## src/rtl/vga_scanout.sv

```systemverilog
// vga_scanout: 640x480@60 VGA timing generator that scans a 320x240 3-bit framebuffer with 2x2 pixel replication.
// Ports:
//   clk          50 MHz system clock; the pixel rate is half of this (one tick every second clk)
//   resetn       asynchronous active-low reset
//   fb_addr      framebuffer read address (row-major 320x240)
//   fb_data      framebuffer colour {R,G,B}, valid one clk after fb_addr changes
//   VGA_CLK      25 MHz pixel clock (the internal phase bit)
//   VGA_HS/VS    active-low syncs
//   VGA_BLANK_N  high in the visible region
//   VGA_SYNC_N   constant 1
//   VGA_R/G/B    10-bit channels, each a replicated colour bit
//   vblank       high while v_cnt >= 480 (safe framebuffer write window)
//   frame_start  one-clk pulse on the tick where h_cnt=0, v_cnt=0
// Optional feature: define SCANOUT_BORDER_EN to force white on the outermost framebuffer rows/columns.
module vga_scanout (
  input  logic        clk,
  input  logic        resetn,
  output logic [16:0] fb_addr,
  input  logic [2:0]  fb_data,
  output logic        VGA_CLK,
  output logic        VGA_HS,
  output logic        VGA_VS,
  output logic        VGA_BLANK_N,
  output logic        VGA_SYNC_N,
  output logic [9:0]  VGA_R,
  output logic [9:0]  VGA_G,
  output logic [9:0]  VGA_B,
  output logic        vblank,
  output logic        frame_start
);
  logic       phase;
  logic [9:0] h_cnt, v_cnt;
  logic       hs_d, vs_d, vis_d;
  logic [2:0] rgb, colour;
  logic [8:0] x_fb, y_fb;
  logic       h_last, v_last, visible;
  logic [16:0] nxt_addr;
  assign x_fb     = h_cnt[9:1];
  assign y_fb     = v_cnt[9:1];
  assign h_last   = h_cnt == 10'd799;
  assign v_last   = v_cnt == 10'd524;
  assign visible  = h_cnt < 10'd640 && v_cnt < 10'd480;
  // y*320 + x as y*256 + y*64 + x
  assign nxt_addr = {y_fb, 8'b0} + {2'b0, y_fb, 6'b0} + {8'b0, x_fb};
`ifdef SCANOUT_BORDER_EN
  logic border_d;
  always_ff @(posedge clk or negedge resetn)
    if (!resetn) border_d <= 1'b0;
    else if (phase) border_d <= x_fb == 9'd0 || x_fb == 9'd319 || y_fb == 9'd0 || y_fb == 9'd239;
  assign colour = border_d ? 3'b111 : fb_data;
`else
  assign colour = fb_data;
`endif
  // Stage 1 (tick that issues the address) latches sync/blank; stage 2 (next tick,
  // when fb_data has arrived) drives the pins so everything lines up with the colour.
  always_ff @(posedge clk or negedge resetn)
    if (!resetn) begin
      phase       <= 1'b0;
      h_cnt       <= '0;
      v_cnt       <= '0;
      fb_addr     <= '0;
      hs_d        <= 1'b1;
      vs_d        <= 1'b1;
      vis_d       <= 1'b0;
      VGA_HS      <= 1'b1;
      VGA_VS      <= 1'b1;
      VGA_BLANK_N <= 1'b0;
      rgb         <= '0;
    end else begin
      phase <= ~phase;
      if (phase) begin
        h_cnt <= h_last ? 10'd0 : h_cnt + 10'd1;
        if (h_last) v_cnt <= v_last ? 10'd0 : v_cnt + 10'd1;
        if (visible) fb_addr <= nxt_addr;
        hs_d        <= !(h_cnt >= 10'd656 && h_cnt <= 10'd751);
        vs_d        <= !(v_cnt >= 10'd490 && v_cnt <= 10'd491);
        vis_d       <= visible;
        VGA_HS      <= hs_d;
        VGA_VS      <= vs_d;
        VGA_BLANK_N <= vis_d;
        rgb         <= vis_d ? colour : 3'b000;
      end
    end
  assign VGA_CLK     = phase;
  assign VGA_SYNC_N  = 1'b1;
  assign VGA_R       = {10{rgb[2]}};
  assign VGA_G       = {10{rgb[1]}};
  assign VGA_B       = {10{rgb[0]}};
  assign vblank      = v_cnt >= 10'd480;
  assign frame_start = phase && h_cnt == 10'd0 && v_cnt == 10'd0;
endmodule

```

## config.mk

```make
export PLATFORM = sky130hd
export DESIGN_NAME = vga_scanout
export DESIGN_NICKNAME = d
export VERILOG_FILES = /design/src/rtl/vga_scanout.sv
export SDC_FILE = /design/constraint.sdc
export NUM_CORES = 1
export LEC_CHECK = 0
export BUFFER_PORTS_ARGS = -buffer_cell sky130_fd_sc_hd__buf_2
export CAP_MARGIN = 20
export CORE_ASPECT_RATIO = 0.6
export CORE_MARGIN = 5
export CORE_UTILIZATION = 55
export CTS_CLUSTER_DIAMETER = 150
export CTS_CLUSTER_SIZE = 40
export DETAILED_ROUTE_END_ITERATION = 12
export PLACE_DENSITY = 0.83
export SKIP_CTS_REPAIR_TIMING = 1
export SKIP_LAST_GASP = 1
export SLEW_MARGIN = 20
export SYNTH_ARGS = -nofsm -noshare
export SYNTH_HDL_FRONTEND = slang
export SYNTH_SLANG_ARGS = --single-unit
```

## constraint.sdc

```tcl
create_clock -name clk -period 2.6 [get_ports clk]
set_input_delay 0.52 -clock clk [delete_from_list [all_inputs] [get_ports clk]]
set_output_delay 0.52 -clock clk [all_outputs]
set_load 0.05 [all_outputs]
```

After elaboration in Yosys (flattened, before gate mapping)
Cells that the tools add are included.
- memory bits (writable): 0
- bits in registers: 47
- latch bits: 0
- memories: 0
- ROM bits: 0
- logic and storage cells: 39
- bits of input ports: 5
- eq/ne operators: 2
- shift-type cells: 0
- $mul: 0
- divide/modulo/power cells: 0
- $lt $le $gt $ge: 7
- reduce and logical (&&, ||, !) cells: 11
- bitwise logic cells: 1
- $add $sub $neg: 4
- mux-type cells: 3
- operators with widths (operator ; count):
    $add A10 B1 Y10 const B ; 2
    $eq A10 B10 Y1 const B ; 2
    $ge A10 B9 Y1 const B ; 2
    $logic_not A10 Y1 ; 2
    $mux W10 ; 2
    $add A17 B15 Y17 ; 1
    $add A17 B9 Y17 ; 1
    $ge A10 B10 Y1 const B ; 1
    $le A10 B10 Y1 const B ; 1
    $le A10 B9 Y1 const B ; 1
    $lt A10 B10 Y1 const B ; 1
    $lt A10 B9 Y1 const B ; 1
    $logic_and A1 B1 Y1 ; 5
    $reduce_and A2 Y1 ; 2
    $mux W3 ; 1
    $logic_not A1 Y1 ; 2
    $not A1 Y1 ; 1

Depth between registers and ports, before layout
Gate-level depths: netlist of the first run.
- word-level depth: 3
- mapped depth: 8

Least setup slack after synthesis of the first run
No wires, ideal clock.
- kind: register -> output
- from: register phase (netlist: VGA_CLK)
- to: output port frame_start
- data arrival time: 2.807 ns
- cell stages (with the launch flop): 6
- data required time: 2.080 ns
- path slack: -0.727 ns
- cells stage by stage: dfrtp_1 -> clkbuf_1 -> nand2_1 -> nor3_1 -> nand4_1 -> nor4_1
- longest elaborated chain between the ends: 2
- ends and longest elaborated chain (element ; RTL line ; source):
    start, declared ; 31 ; logic phase;
    start signal, assigned ; 70 ; phase <= ~phase;
    $logic_and A1 B1 Y1 (2 in series) ; 90 ; assign frame_start = phase && h_cnt == 10'd0 && v_cnt == 10'd0;
    end, declared ; 29 ; output logic frame_start
Every way passes these cells.

Final worst setup path of the first run
- from: register v_cnt[6]
- to: output port frame_start
- longest elaborated chain between the ends: 2
- ends and longest elaborated chain (element ; RTL line ; source):
    start, declared ; 32 ; logic [9:0] h_cnt, v_cnt;
    start signal, assigned ; 73 ; if (h_last) v_cnt <= v_last ? 10'd0 : v_cnt + 10'd1;
    $logic_not A10 Y1 ; 90 ;
    $logic_and A1 B1 Y1 ; 90 ;
Every way passes these cells.

==> results of run 1 <==
==> stage by stage <==
stage / setup slack (ns) / power, mW / util, % / instance area, µm²
2_1_floorplan: 0.111 / 0.879 / - / 2900
3_3_place_gp: 0.301 / 0.889 / 60.2 / 3060
3_5_place_dp: 0.229 / 0.890 / 60.2 / 3060
4_1_cts: 0.0252 / 1.33 / 61.9 / 3150
5_1_grt: 0.0153 / 1.36 / 62.1 / 3160
6_report: 0.136 / 1.32 / 62.1 / 3160
==> sequential cells by signal, summed over array words and instances, names as in the netlist <==
name         cells
rgb              3
VGA_VS           1
VGA_BLANK_N      1
fb_addr         17
h_cnt           10
vs_d             1
v_cnt           10
vis_d            1
VGA_CLK          1
hs_d             1
VGA_HS           1
==> logic make-up after synthesis <==
logic type | synth area share [%]
compound gates | 12.4
simple gates | 18.6
xor+xnor | 4.56
mux | 1.17
flops | 41.0
other cells | 0.130
buf+inv | 11.2
fa+ha+maj | 10.9
==> critical path, stage by stage, from the launching register on <==
cell,delay [ns]
dfrtp_1,0.49
nor4_2,0.42
nand4_1,0.20
nor4_4,0.26
clkbuf_4,0.28
==> power groups by stage <==
stage	clock, mW	combinational [mW]	sequential [mW]
after detailed placement	0	0.138	0.752
final	0.447	0.136	0.738
after floorplan	0	0.117	0.761
after global routing	0.479	0.142	0.739
after CTS	0.457	0.138	0.738
after global placement	0	0.137	0.752
==> worst max-delay path by stage <==
stage                  start     endpoint  slack [ns]  depth (start not counted)
global route        v_cnt[0]  frame_start        0.02                          6
global placement    v_cnt[1]  fb_addr[13]        0.30                          7
CTS                 v_cnt[6]  frame_start        0.03                          4
finish              v_cnt[6]  frame_start        0.14                          4
detailed placement  v_cnt[1]  fb_addr[13]        0.23                          7
floorplan            VGA_CLK  frame_start        0.11                          5
==> synth_stat cells (4+ instances only) <==
cell and number:
o21ai_0 18, nand2_1 47, dfstp_2 4, ha_1 22, nor2_1 12, a21oi_1 10
xnor2_1 13, inv_1 15, and3_1 6, o21a_1 4, buf_2 4, nand3_1 11
nor3_1 8, buf_4 29, nand4_1 8, dfrtp_1 43
==> area by class of cell <==
| type | instances | share of cell area [%] |
|---|---|---|
| clock buffer | 5 | 2.18 |
| clock inverter | 3 | 0.595 |
| inverter | 15 | 1.78 |
| multi-input combinational | 205 | 44.4 |
| sequential | 47 | 37.4 |
| tap | 66 | 2.62 |
| timing repair buffer | 65 | 11.0 |
==> cells in the final DEF, fill, tap and decap left out, types with 5 or more instances in the layout <==
master	count
xnor2_1	13
o21ai_0	18
ha_1	22
buf_2	56
clkbuf_8	5
nand2_1	47
nand4_1	8
buf_4	8
a21oi_1	10
nor2_1	12
nand3_1	11
dfrtp_1	43
and3_1	6
nor3_1	8
inv_1	15
==> metal layers <==
layer / part of all wire, % / routed length [µm] / vias to the layer above
met3: 7.0 / 445 / 5
met4: 0.66 / 42 / 0
met2: 44 / 2760 / 71
met5: 0 / 0 / -
met1: 49 / 3080 / 1071
li1: - / - / 1106
==> results.cfg, run 1 <==
[power_and_ir_drop]
pwr-share-comb_pct = 10.3
max-vdd-ir-drop_v = 0.000216
p_int_mw = 0.944
pwr-share-seq_pct = 55.9
switchingPower_mw = 0.377
powerDensity_mw_per_mm2 = 419
p_leak_nw = 1.58
p_sw_share_pct = 28.5
clkPwrFrac_pct = 33.8

[drt]
avgRoutedWirePerCell_um = 15.6
dr.pass1.iters = 4
drt_iter0_drc = 255
vias = 2253
wirelength_mm = 6.34
route.detailed.drc = 0
drtAntennaViolNets = 0
vias_per_cell = 5.55

[placed_design]
dp_hpwl_mm = 4.87
dp_cells = 398
gp_congestion = 0.818
port_buffers = 57

[sta]
relSlewSlack_pct = 50.8
fin_tns_setup_ns = 0
grt_setup_unrepaired = no
fin_crit_sh_pct = 94.8
holdWs_ns = 0.220
slew_violations = 0
fmax_mhz = 406
worstMarginPinSlew_ns = 0.735
min_period_ns = 2.46
skew_ns = 0.00942
report.final.hold_viol_count = 0
setup_violations = 0

[outcome]
status = finished, final reports clean

[synth]
ys_seq_area_share_pct = 41.0
synth_async_sr_flop_share_pct = 100
ys_warn_count = 0
synth_edf_count = 0
ys_top_cells_by_area = dfrtp_1 (37%), ha_1 (9.5%), buf_4 (7.5%)
synth.distinct_cells = 47
synth_ff_type = dfrtp_1
synth_largest_area_cell = dfrtp_1
synth_cells = 304
syn_nets = 333
syn_avg_cell_area_um2 = 9.49
synth_top_area_share_pct = 37.3
synth_area_mm2 = 0.00288
ys_ff_latch = 47

[setup_path]
r2r_start = v_cnt[1]
critPathLaunchType = register
critPathCaptureType = output pin
r2r_slack_ns = 0.21
crit_path_max_fanout = 8
rr_worst_depth = 7
r2r_end = fb_addr[13]
arrival_ns = 1.94
crit_type = reg -> out
worstPathRequired_ns = 2.08

[floorplan]
start_util_pct = 56.8
io_pins = 59
rows = 20
die_x_um = 103
fp.coreArea_mm2 = 0.00508
dieHeight_um = 66.1
die-area_mm2 = 0.00684

[cells_and_area]
antennaDiodeCount = 0
final_nets = 368
num-fill-cells = 446
multi_input_area_mm2 = 0.00140
stdcell_count = 406
regArea_mm2 = 0.00118
synthToLayoutAreaGrowth_pct = 9.41
drive_above_1_share_pct = 25.0

[grt]
gr-total-overflow = 0
grt_busiest_layer = met1
grt_first_pass_wirelength_mm = 10.6
antenna_found_initial = 0
grt_start_max_net_pins = 29
track_usage_pct = 19.9
use_met1_pct = 30.1
grt_pass1_vias = 2130
grt_use_met2_pct = 28.7
use_met3_pct = 3.58

[clock_network]
htree_num_levels = 2
cts_tree = done
cts-root-buf = clkbuf_8
cts_inserted_buffers = 5
clock_latency_ns = 0.31
clock_sinks = 47
clkSlewWorstSetupHoldPaths_ns = 0.09
cts_buffer_depth = 2

[worst_hold_path]
hold_class = in -> async

[job]
maxCapViolations = 0
Note: power is estimated with default switching activity, not from simulation.
==> run 2, diff against run 1 <==
- ABC_AREA: not set -> 1
- CORE_UTILIZATION: 55 -> 56
==> run 2 against run 1 <==
First-iteration DRC count fell by 31%. Maximum frequency rose by 1.5%. Critical path depth rose by 5. Critical endpoint is now fb_addr[15]. Total power rose by 2.1%. Highest routed layer unchanged. Clock power rose by 6.0%. Area after synthesis rose by 10%. Largest cell class unchanged.
==> results.cfg, run 2 <==
[clock_network]
cts_tree = done
cts_buffer_depth = 2
clkSlewWorstSetupHoldPaths_ns = 0.09
clock_sinks = 47
cts_inserted_buffers = 5
cts-root-buf = clkbuf_8
clock_latency_ns = 0.30
htree_num_levels = 2

[synth]
synth_cells = 400
syn_nets = 429
synth.distinct_cells = 37
synth_common_cells = nand2_1 (112), dfrtp_1 (43), inv_1 (40)
ys_seq_area_share_pct = 37.2
yosysMostFrequentCell = nand2_1
ys_warn_count = 0
synth_edf_count = 0
ys_top_cells_by_area = dfrtp_1 (34%), nand2_1 (13%), ha_1 (8.7%)
syn_avg_cell_area_um2 = 7.93
ys_ff_latch = 47
synth_top_area_share_pct = 33.9
synth_async_sr_flop_share_pct = 100
synth_area_mm2 = 0.00317
synth_largest_area_cell = dfrtp_1
synth_ff_type = dfrtp_1

[power_and_ir_drop]
p_leak_nw = 1.86
fin_total_pwr_mw = 1.35
powerDensity_mw_per_mm2 = 395
max-vdd-ir-drop_v = 0.000214

[cells_and_area]
drive_above_1_share_pct = 24.7
final_nets = 461
synthToLayoutAreaGrowth_pct = 7.69
regMostFlops = fb_addr
antennaDiodeCount = 0
reg_top3 = fb_addr x17, h_cnt x10, v_cnt x10
num-fill-cells = 499
largest_register_ff_count = 17
final_cell_area_mm2 = 0.00342
final_common_cell = nand2_1
final_cell_mix = nand2_1 (112), buf_2 (57), dfrtp_1 (43)

[floorplan]
rows = 21
dieHeight_um = 68.3
fp.coreArea_mm2 = 0.00554
die-area_mm2 = 0.00732
start_util_pct = 57.2
die_x_um = 107
io_pins = 59

[drt]
wirelength_mm = 6.82
vias_per_cell = 5.12
vias = 2626
drtAntennaViolNets = 0
avgRoutedWirePerCell_um = 13.3
route.detailed.drc = 0
dr.pass1.iters = 5
drt_iter0_drc = 175

[job]
maxCapViolations = 0

[grt]
gr-total-overflow = 0
grt_first_pass_wirelength_mm = 11.4
grt_pass1_vias = 2345
grt_start_max_net_pins = 30
antenna_found_initial = 0
track_usage_pct = 19.7

[setup_path]
critPathCaptureType = register
crit_path_max_fanout = 6
arrival_ns = 2.63
critPathLaunchType = register
worstPathRequired_ns = 2.80
rr_worst_depth = 9
crit_type = reg -> reg
r2r_start = v_cnt[1]
r2r_end = fb_addr[15]
r2r_slack_ns = 0.17

[sta]
report.final.hold_viol_count = 0
fmax_mhz = 412
skew_ns = 0.00846
setup_violations = 0
grt_setup_unrepaired = no
fin_crit_sh_pct = 93.3
min_period_ns = 2.43
worstMarginPinSlew_ns = 0.662
slew_violations = 0
relSlewSlack_pct = 55.9
holdWs_ns = 0.245
fin_tns_setup_ns = 0

[placed_design]
dp_hpwl_mm = 5.33
gp_congestion = 0.909
place_area_mm2 = 0.00332
port_buffers = 57

[worst_hold_path]
hold_class = in -> async

[outcome]
status = finished, final reports clean
-- run 2: final cells by class --
class                           count  area (µm²)  share of cell area (%)
Multi-Input combinational cell    270        1540                    45.1
Sequential cell                    47        1180                    34.6
Timing Repair Buffer               61         315                    9.23
Inverter                           47         179                    5.24
Tap cell                           80         100                    2.93
Clock buffer                        6        82.6                    2.42
Clock inverter                      2        16.3                   0.476
-- run 2: metrics by stage --
step	setup slack (ns)	cells	utilization [%]
after floorplan	0.154	400	-
after global placement	0.296	505	59.8
after detailed placement	0.213	505	59.8
after CTS	0.190	513	61.6
after global routing	0.0289	513	61.6
final	0.173	513	61.6
-- run 2: logic make-up after synthesis --
group | share of synthesized area (%)
AND/OR/NAND/NOR | 29.2
buffers and inverters | 14.4
flip-flops | 37.2
AO/OA/AOI/OAI | 6.35
adder cells (fa/ha/maj) | 9.94
XOR/XNOR | 2.76
other | 0.118
-- run 2: how the worst max path moves through the flow --
stage,startpoint,end,slack (ns)
after floorplan,VGA_CLK,frame_start,0.15
after global placement,v_cnt[1],fb_addr[15],0.30
after detailed placement,v_cnt[1],fb_addr[15],0.21
after CTS,v_cnt[1],fb_addr[15],0.19
after global routing,v_cnt[1],fb_addr[15],0.03
final,v_cnt[1],fb_addr[15],0.17
-- run 2: metal layers --
| metal | GRT usage [%] | wire length [µm] |
|---|---|---|
| met1 | 29.8 | 3340 |
| met2 | 28.6 | 2850 |
| met3 | 4.05 | 595 |
| met4 | 5.10 | 36 |
| met5 | 0 | 0 |
-- run 2: critical path, cell delays in order, from the launching register on --
cell     delay [ns]
dfrtp_1        0.48
inv_1          0.13
fa_1           0.54
fa_1           0.47
o21ai_0        0.30
nand3_1        0.16
nand2_1        0.09
nand2_1        0.05
nand3_1        0.07
nand2_1        0.05
-- run 2: where the power goes --
group	switching (mW)	internal (mW)	leakage [nW]
sequential	0.00487	0.733	0.597
clock	0.257	0.217	0.0474
combinational	0.115	0.0209	1.21
==> run 3, diff against run 2 <==
==> constraint.sdc (replaced) <==
create_clock -name clk -period 2.6 [get_ports clk]
set_input_delay 0 -clock clk [delete_from_list [all_inputs] [get_ports clk]]
set_output_delay 0 -clock clk [all_outputs]
set_load 0.05 [all_outputs]
==> run 3 against run 2 <==
Worst setup slack lost 0.032 ns. Count of clock-buffer cells in the layout fell by 1. Highest routed layer unchanged. Routed wire length increased by 2.9%. Critical path type unchanged.
==> results.cfg, run 3 (same netlist as run 2, synthesis figures left out) <==
[setup_path]
crit_type = reg -> reg
startpoint = v_cnt[1]
rr_worst_depth = 9
crit_path_max_fanout = 6
r2r_slack_ns = 0.14
critPathCaptureType = register
arrival_ns = 2.66
r2r_end = fb_addr[13]
crit_end = fb_addr[13]
critPathLaunchType = register
r2r_start = v_cnt[1]
worstPathRequired_ns = 2.81

[drt]
vias = 2625
vias_per_cell = 5.10
wirelength_mm = 7.02
avgRoutedWirePerCell_um = 13.6
drt_iter0_drc = 177
route.detailed.drc = 0
drtAntennaViolNets = 0
dr.pass1.iters = 4

[floorplan]
start_util_pct = 57.2
fp.coreArea_mm2 = 0.00554
io_pins = 59
rows = 21
dieHeight_um = 68.3
die-area_mm2 = 0.00732
die_x_um = 107

[clock_network]
clkSlewWorstSetupHoldPaths_ns = 0.09
cts_buffer_depth = 2
cts-root-buf = clkbuf_8
cts_tree = done
cts_inserted_buffers = 5
clock_latency_ns = 0.31
htree_num_levels = 2
clock_sinks = 47

[sta]
relSlewSlack_pct = 58.9
setup_violations = 0
worstMarginPinSlew_ns = 0.617
skew_ns = 0.00731
fin_crit_sh_pct = 94.6
slew_violations = 0
grt_setup_unrepaired = no
min_period_ns = 2.46
fmax_mhz = 407
fin_tns_setup_ns = 0
report.final.hold_viol_count = 0

[power_and_ir_drop]
fin_total_pwr_mw = 1.34
p_leak_nw = 1.86
powerDensity_mw_per_mm2 = 390
max-vdd-ir-drop_v = 0.000207

[cells_and_area]
largest_register_ff_count = 17
final_common_cell = nand2_1
regMostFlops = fb_addr
multi_input_area_mm2 = 0.00154
regArea_mm2 = 0.00118
final_cell_mix = nand2_1 (112), buf_2 (56), dfrtp_1 (43)
num-fill-cells = 496
drive_above_1_share_pct = 23.9
reg_top3 = fb_addr x17, h_cnt x10, v_cnt x10
post-route-util_pct = 61.9
synthToLayoutAreaGrowth_pct = 8.17
antennaDiodeCount = 0
final_nets = 463

[placed_design]
gp_congestion = 0.929
port_buffers = 57
dp_hpwl_mm = 5.24

[job]
maxCapViolations = 0

[grt]
gr-total-overflow = 0
grt_pass1_vias = 2244
antenna_found_initial = 0
grt_first_pass_wirelength_mm = 11.1
track_usage_pct = 19.5
grt_start_max_net_pins = 48

[outcome]
status = finished, final reports clean

[worst_hold_path]
hold_class = in -> async
## run 3: critical path, cell delays in order, from the launching register on
cell and delay [ns]:
dfrtp_1 0.47, inv_1 0.13, fa_1 0.54, fa_1 0.48, o21ai_0 0.34, nand3_1 0.15, nand2_1 0.09, nand2_1 0.05
nand3_1 0.06, nand2_1 0.05
## run 3: routing by layer
metal | track usage [%] | routed length [µm] | vias up
li1 | - | - | 1306
met1 | 30.5 | 3450 | 1213
met2 | 27.3 | 2860 | 99
met3 | 4.43 | 661 | 7
met4 | 3.35 | 42 | 0
met5 | 0 | 0 | -
## run 3: final cells by class
class | count | share of cell area [%]
flip-flops and latches | 47 | 34.4
clock inverters | 3 | 0.693
multi-input cells | 270 | 44.7
repair buffers | 63 | 9.99
clock buffers | 5 | 2.01
well taps | 80 | 2.92
inverters | 47 | 5.22
## run 3: metrics by stage
stage	area [µm²]	std cells	setup WS [ns]	hold slack, ns
6_report	3430	515	0.141	0.233
2_1_floorplan	3170	400	0.111	-0.296
3_5_place_dp	3300	503	0.152	0.239
3_3_place_gp	3300	503	0.296	0.229
4_1_cts	3390	511	0.140	-0.0864
5_1_grt	3430	515	0.0175	0.304
## run 3: worst min-delay path by stage
stage	depth (start not counted)	endpoint	slack, ns
2_1_floorplan	0	VGA_BLANK_N	-0.30
3_3_place_gp	3	rgb[2]	0.23
3_5_place_dp	3	rgb[2]	0.24
4_1_cts	3	rgb[2]	-0.09
5_1_grt	2	v_cnt[6]	0.30
6_report	2	v_cnt[4]	0.23
## run 3: report_power, final
part	switching (mW)	internal, mW
clock	0.268	0.193
sequential	0.00517	0.733
combinational	0.116	0.0233
total	0.390	0.949
